`src/rtl/mac_stream_ctrl_pkg.sv`:
```
// Shared types and helpers for the MAC stream controller: FSM state encoding
// and the sizing rule for the latency wait counter.
package mac_stream_ctrl_pkg;

  typedef enum logic [2:0] {
    INIT_CLR,
    IDLE,
    ACC,
    DRAIN,
    CAPTURE,
    CLEAR
  } mac_stream_state_t;

  // Width that can hold the larger of the two latency waits; never narrower than 1 bit.
  function automatic int wait_cnt_width(input int pipe_lat, input int clr_lat);
    int max_lat;
    max_lat = (pipe_lat > clr_lat) ? pipe_lat : clr_lat;
    return (max_lat < 1) ? 1 : $clog2(max_lat + 1);
  endfunction

endpackage

```
`src/rtl/mac_stream_ctrl_res_fifo.sv`:
```
// Small synchronous result FIFO with a registered head word: rd_data is 0 when
// empty and only changes on a pop or on a push into an empty FIFO.
module res_fifo #(
  parameter int WIDTH = 20,
  parameter int DEPTH = 2
) (
  input  logic             clk,
  input  logic             rst_n,
  input  logic             wr_en,
  input  logic [WIDTH-1:0] wr_data,
  input  logic             rd_en,
  output logic             full,
  output logic             empty,
  output logic [WIDTH-1:0] rd_data
);

  localparam int AW = $clog2(DEPTH);
  localparam int CW = AW + 1;

  logic [WIDTH-1:0] mem [DEPTH];
  logic [AW-1:0]    wr_ptr_q, wr_ptr_d, rd_ptr_q, rd_ptr_d, rd_nxt;
  logic [CW-1:0]    count_q, count_d;
  logic [WIDTH-1:0] head_q, head_d;
  logic             push, pop;

  assign full    = (count_q == CW'(DEPTH));
  assign empty   = (count_q == '0);
  assign rd_nxt  = rd_ptr_q + AW'(1);
  assign rd_data = head_q;

  // NOTE: every signal gets a default at the top of always_comb so no path can infer a latch.
  always_comb begin
    push     = wr_en && !full;
    pop      = rd_en && !empty;
    wr_ptr_d = wr_ptr_q;
    rd_ptr_d = rd_ptr_q;
    count_d  = count_q;
    head_d   = head_q;
    if (push) wr_ptr_d = wr_ptr_q + AW'(1);
    if (pop)  rd_ptr_d = rd_nxt;
    case ({push, pop})
      2'b10:   count_d = count_q + CW'(1);
      2'b01:   count_d = count_q - CW'(1);
      default: count_d = count_q;
    endcase
    // The head register must already hold the next entry when the current one leaves.
    if (pop) begin
      if (count_q > CW'(1)) head_d = mem[rd_nxt];
      else if (push)        head_d = wr_data;
      else                  head_d = '0;
    end else if (push && empty) begin
      head_d = wr_data;
    end
  end

  // NOTE: sequential state uses non-blocking assignments so all flops update together at the edge.
  always_ff @(posedge clk or negedge rst_n) begin
    if (!rst_n) begin
      wr_ptr_q <= '0;
      rd_ptr_q <= '0;
      count_q  <= '0;
      head_q   <= '0;
    end else begin
      wr_ptr_q <= wr_ptr_d;
      rd_ptr_q <= rd_ptr_d;
      count_q  <= count_d;
      head_q   <= head_d;
    end
  end

  // NOTE: storage is not reset; the pointers and count alone decide which entries are valid.
  always_ff @(posedge clk) begin
    if (push) mem[wr_ptr_q] <= wr_data;
  end

endmodule

```
`src/rtl/mac_stream_ctrl.sv`:
```
// Stream controller around an input-registered MAC: windows upstream beats,
// waits out the MAC latency, captures z into a result FIFO and clears the MAC.
module mac_stream_ctrl
  import mac_stream_ctrl_pkg::*;
#(
  parameter int N_A        = 1,
  parameter int N_W        = 1,
  parameter int Z_WIDTH    = 20,
  parameter int LEN_W      = 8,
  parameter int PIPE_LAT   = 2,
  parameter int CLR_LAT    = 2,
  parameter int FIFO_DEPTH = 2
) (
  input  logic               clk,
  input  logic               rst,
  input  logic [LEN_W-1:0]   cfg_len,
  input  logic               start,
  input  logic               stop,
  input  logic               op_valid,
  output logic               op_ready,
  input  logic [8*N_A-1:0]   a_in,
  input  logic [8*N_W-1:0]   w_in,
  output logic [8*N_A-1:0]   a_out,
  output logic [8*N_W-1:0]   w_out,
  output logic               mac_clr,
  input  logic [Z_WIDTH-1:0] z,
  output logic               res_valid,
  input  logic               res_ready,
  output logic [Z_WIDTH-1:0] res_data,
  output logic               busy
);

  localparam int                WAIT_W    = wait_cnt_width(PIPE_LAT, CLR_LAT);
  localparam logic [WAIT_W-1:0] PIPE_LOAD = WAIT_W'(PIPE_LAT - 1);
  localparam logic [WAIT_W-1:0] CLR_LOAD  = WAIT_W'(CLR_LAT);

  mac_stream_state_t state_q, state_d;
  logic [LEN_W-1:0]  cnt_q, cnt_d, len_q, len_d;
  logic [WAIT_W-1:0] wait_q, wait_d;
  logic              stop_pend_q, stop_pend_d;
  logic              beat, fifo_push, fifo_full, fifo_empty;

  assign beat  = op_valid && op_ready;
  // The MAC registers its inputs, so gating is combinational only.
  assign a_out = beat ? a_in : '0;
  assign w_out = beat ? w_in : '0;

  always_ff @(posedge clk or negedge rst) begin
    if (!rst) begin
      state_q     <= INIT_CLR;
      cnt_q       <= '0;
      len_q       <= LEN_W'(1);
      wait_q      <= CLR_LOAD;
      stop_pend_q <= 1'b0;
    end else begin
      state_q     <= state_d;
      cnt_q       <= cnt_d;
      len_q       <= len_d;
      wait_q      <= wait_d;
      stop_pend_q <= stop_pend_d;
    end
  end

  always_comb begin
    state_d     = state_q;
    cnt_d       = cnt_q;
    len_d       = len_q;
    wait_d      = wait_q;
    stop_pend_d = stop_pend_q;
    if (stop && state_q != IDLE) stop_pend_d = 1'b1;
    unique case (state_q)
      INIT_CLR: if (wait_q == '0) state_d = IDLE; else wait_d = wait_q - WAIT_W'(1);
      IDLE: begin
        if (start) begin
          len_d       = (cfg_len == '0) ? LEN_W'(1) : cfg_len;
          cnt_d       = '0;
          stop_pend_d = 1'b0;
          state_d     = ACC;
        end
      end
      ACC: begin
        if (beat) begin
          if (cnt_q == len_q - LEN_W'(1)) begin
            cnt_d   = '0;
            wait_d  = PIPE_LOAD;
            state_d = DRAIN;
          end else begin
            cnt_d = cnt_q + LEN_W'(1);
          end
        end
      end
      DRAIN: if (wait_q == '0) state_d = CAPTURE; else wait_d = wait_q - WAIT_W'(1);
      // Operands are forced to zero here, so z holds steady while the FIFO is full.
      CAPTURE: begin
        if (!fifo_full) begin
          wait_d  = CLR_LOAD;
          state_d = CLEAR;
        end
      end
      CLEAR: begin
        if (wait_q == '0) state_d = stop_pend_q ? IDLE : ACC;
        else              wait_d  = wait_q - WAIT_W'(1);
      end
      default: state_d = INIT_CLR;
    endcase
  end

  always_comb begin
    op_ready  = (state_q == ACC);
    busy      = (state_q != IDLE);
    mac_clr   = (state_q == INIT_CLR || state_q == CLEAR) && (wait_q == CLR_LOAD);
    fifo_push = (state_q == CAPTURE) && !fifo_full;
  end

  res_fifo #(
    .WIDTH (Z_WIDTH),
    .DEPTH (FIFO_DEPTH)
  ) u_res_fifo (
    .clk     (clk),
    .rst_n   (rst),
    .wr_en   (fifo_push),
    .wr_data (z),
    .rd_en   (res_ready),
    .full    (fifo_full),
    .empty   (fifo_empty),
    .rd_data (res_data)
  );

  assign res_valid = !fifo_empty;

endmodule

```
`config.mk`:
```
export PLATFORM = sky130hd
export DESIGN_NAME = mac_stream_ctrl
export DESIGN_NICKNAME = d
export VERILOG_FILES = /design/src/rtl/mac_stream_ctrl_pkg.sv /design/src/rtl/mac_stream_ctrl_res_fifo.sv /design/src/rtl/mac_stream_ctrl.sv
export SDC_FILE = /design/constraint.sdc
export NUM_CORES = 1
export LEC_CHECK = 0
export ABC_AREA = 1
export BUFFER_PORTS_ARGS = -buffer_cell sky130_fd_sc_hd__buf_4
export CAP_MARGIN = 15
export CORE_ASPECT_RATIO = 1.25
export CORE_UTILIZATION = 55
export DETAILED_ROUTE_END_ITERATION = 6
export PLACE_DENSITY_LB_ADDON = 0.25
export SLEW_MARGIN = 20
export SYNTH_ARGS = -nofsm -noshare
export SYNTH_HDL_FRONTEND = slang
export SYNTH_SLANG_ARGS = --single-unit
export TNS_END_PERCENT = 1
```
`constraint.sdc`:
```
create_clock -name clk -period 3.44 [get_ports clk]
set_input_delay 0.344 -clock clk [delete_from_list [all_inputs] [get_ports clk]]
set_output_delay 0.344 -clock clk [all_outputs]
set_load 0.05 [all_outputs]
```
==> summary.md <==
| Metric | Value |
|---|---|
| Routed wire per std cell | approximately 14 um |
| Register-to-Register Path Depth | 14 |
| Cells after synthesis | 456 |
| Chip Height | 99.78 um |
| Max Cap Viol | 0 |
| Fmax | around 440 MHz |
| Largest net degree at the start of global routing | between 40 and 50 |
| Input/output buffers | 89 |
| Clock Pin Slew Worst Setup and Hold Paths | ~90 ps |
| CP arrival | between 2000 and 2500 ps |
| Hold/Removal Path Class | in2async |
| Initial antenna violation count | 0 |
| Skew final | ~6.8 ps |
| Syn nets | a little over 500 |
| Synthesis-to-layout area growth | 22.75% |
| Initial Util | 0.5684 |
| Synth unique cells | 38 |
| FILL cells | a little under 600 |
| Clock Tree Buf Depth | 2 |
| Final hold violations | 2 |
| Ys flop type | dfrtp_1 |
| Internal power | around 0.0025 W |
| Seq pwr share | 0.347 |
| Post-CTS Setup Bufs | 0 |
| Top cells by area in the synthesized netlist | edfxtp_1, dfrtp_1, nand2_1 |
| Clock Root Buffer | clkbuf_8 |
| Net Sw Power | about 0.0021 W |
| Gpl congestion | roughly 0.8 |
| Cell with the most instances after synthesis | nand2_1 |
| Vias per cell | 5.179 |
| Failing checks | negative hold slack |
| Layout Nets | between 600 and 700 |
| Setup_tns | 0 ps |
| RSZ-0062 raised after global routing | false |
| Slew margin rel. | 0.5430 |
| VDD IR max | between 700 and 800 uV |
| Placement Setup Slack | about 1200 ps |
| Min cycle time layout | approximately 2200 ps |
| Least-Margin Pin Slew | around 690 ps |
| Die X-Extent | 80.22 um |
| Sequential share of the synthesized area | 0.5598 |
| CTS H-tree depth | 3 |
| YS warnings | 0 |
| Fin. max-slew vios | 0 |
| WS Path Type | reg2reg |
| Pre-antenna DRT Iters | 4 |
| Crit. End Element | register |
| Mapped Area | 4207 um^2 |
| PostCTS Resize Cnt | 0 |
| First-pass GRT wire length | approximately 15000 um |
| Latest clock arrival within the worst-skew pair | between 300 and 400 ps |
| Switching Fraction | 0.4662 |
| WHS | -2.534 ps |
| Top post-synthesis cells by count | nand2_1, nor2_1, inv_1 |
| Vias in the first global route | around 3300 |
| Grt ovf | 0 |
| Initial detailed-routing violation count | around 150 |
| Row cnt | 35 |
| Final core occ | 0.6977 |
| Final Cycle Share | 0.6533 |
| Clk pwr share | 0.161 |
| CTS tree | done |
| Routed wire length | a little under 9000 um |
| Synth top area share | 0.2855 |
| DP HPWL | just over 6000 um |
| Worst flop-to-flop path startpoint | len_q[0]$_DFFE_PN1P_ |
| Pwr dens | between 800 and 900 nW/um^2 |
| Critical Path Start Type | register |
| Ant diodes | 0 |
| WP data required | ~3700 ps |
| R2R setup slack | 1190 ps |
| Final setup margin | 1193 ps |
| P_leak | 2.445 nW |
| DRC | 0 |
| Routed vias | 3320 |
| Layout cell share with drive strength beyond 1 | 0.2550 |
| Comb power frac | 0.492 |
| TritonCTS Sinks | 86 |
| Number of synthesized register bits | 86 |
| Synthesized area per cell | 9.225 um^2 |
| EDFF count, synth | 40 |
| CP Max Fanout | 14 |
| GRT Total Usage | 0.2445 |
| Leading area contributor after synthesis | edfxtp_1 |
| Core Footprint | ~7400 um^2 |
| Die area | 8004 um^2 |
| Clock buffer count from CTS | 9 |
| Hold Buf Count CTS | 0 |
| Final setup viols | 0 |
| Status | finished with violations |
| Reg2reg end | state_q[0]$_DFFE_PN0P_ |
| Remaining antenna violation count | 0 |
| Ys async rst share | 0.5349 |
| Top-level I/O count | 90 |
sequential cells by signal (all words and copies together) (netlist names):
register and count:
cnt_q 8, len_q 8, u_res_fifo.rd_ptr_q 1, stop_pend_q 1
u_res_fifo.wr_ptr_q 1, u_res_fifo.count_q 2, wait_q 2, u_res_fifo.mem 40
state_q 3, u_res_fifo.rd_data 20
placed cells by master (no fill, tap or decap), drive strengths merged, types with 6 or more instances in the layout:
master	Yosys	layout
clkbuf	8	10
ha	8	8
edfxtp	40	40
nand4	7	7
xor2	6	6
nand2	120	120
a21oi	10	10
o21ai	15	15
inv	54	57
buf	9	94
a221oi	20	20
xnor2	6	6
nor2	74	74
nand3	18	18
dfrtp	44	44
critical path, stage by stage (launching register included):
cell and delay, ps:
dfstp_2 540, inv_1 100, ha_1 320, nand2_1 70
inv_1 40, nor2_1 70, nand2_1 50, nor2_1 100
nand3_1 70, nor2_1 90, nand2_1 80, nand2_2 240
nand3_1 190, nand2_1 110, nand2_1 50
per-stage QoR:
step	instance area [um^2]	cells	hold slack [ps]	total power, W
finish	5164	641	-2.534	0.004591
global route	5164	641	35.36	0.004914
CTS	5164	641	9.624	0.004626
detailed placement	4951	625	396.6	0.003880
global placement	4951	625	390.1	0.003790
floorplan	4207	456	48.41	0.003255
kinds of logic (layout without fill, tap and decap cells):
kind of cell / after synthesis / count (layout) / synth area share
compound gates: 50 / 50 / 0.08626
fa+ha+maj: 8 / 8 / 0.02380
flops: 86 / 86 / 0.5598
mux: 3 / 3 / 0.008030
buf+inv: 71 / 164 / 0.06960
simple gates: 226 / 226 / 0.2275
xor+xnor: 12 / 12 / 0.02498
area by class of cell:
type	count	area [um^2]	area share
clock inverters	6	75.07	0.01454
inverters	54	202.7	0.03925
flip-flops and latches	86	2355	0.4560
clock buffers	10	137.6	0.02665
multi-input cells	299	1573	0.3046
repair buffers	94	705.7	0.1367
well taps	92	115.1	0.02229
power groups by stage:
stage	registers (W)	clock network [W]	logic, W
finish	0.00159	0.000739	0.00226
global route	0.00163	0.000788	0.00249
CTS	0.00160	0.000752	0.00228
detailed placement	0.00162	0	0.00226
global placement	0.00160	0	0.00219
floorplan	0.00197	0	0.00129
worst max path at each step:
stage / from / end / slack [ps] / cells after the start
floorplan: state_q[2]$_DFFE_PN0P_ / a_out[4] / 950 / 4
global placement: len_q[0]$_DFFE_PN1P_ / state_q[2]$_DFFE_PN0P_ / 1330 / 14
detailed placement: len_q[0]$_DFFE_PN1P_ / state_q[0]$_DFFE_PN0P_ / 1240 / 14
CTS: len_q[0]$_DFFE_PN1P_ / state_q[0]$_DFFE_PN0P_ / 1200 / 14
global route: len_q[0]$_DFFE_PN1P_ / state_q[0]$_DFFE_PN0P_ / 950 / 14
finish: len_q[0]$_DFFE_PN1P_ / state_q[0]$_DFFE_PN0P_ / 1190 / 14
routing by layer:
layer | vias to the layer above | global-route usage | routed length, um
met5 | - | 0 | 0
met4 | 0 | 0.1099 | 149
met3 | 13 | 0.03545 | 462
met2 | 102 | 0.4431 | 4751
li1 | 1665 | - | -
met1 | 1540 | 0.2832 | 3471
No activity file was read; power rests on OpenSTA's default activity.
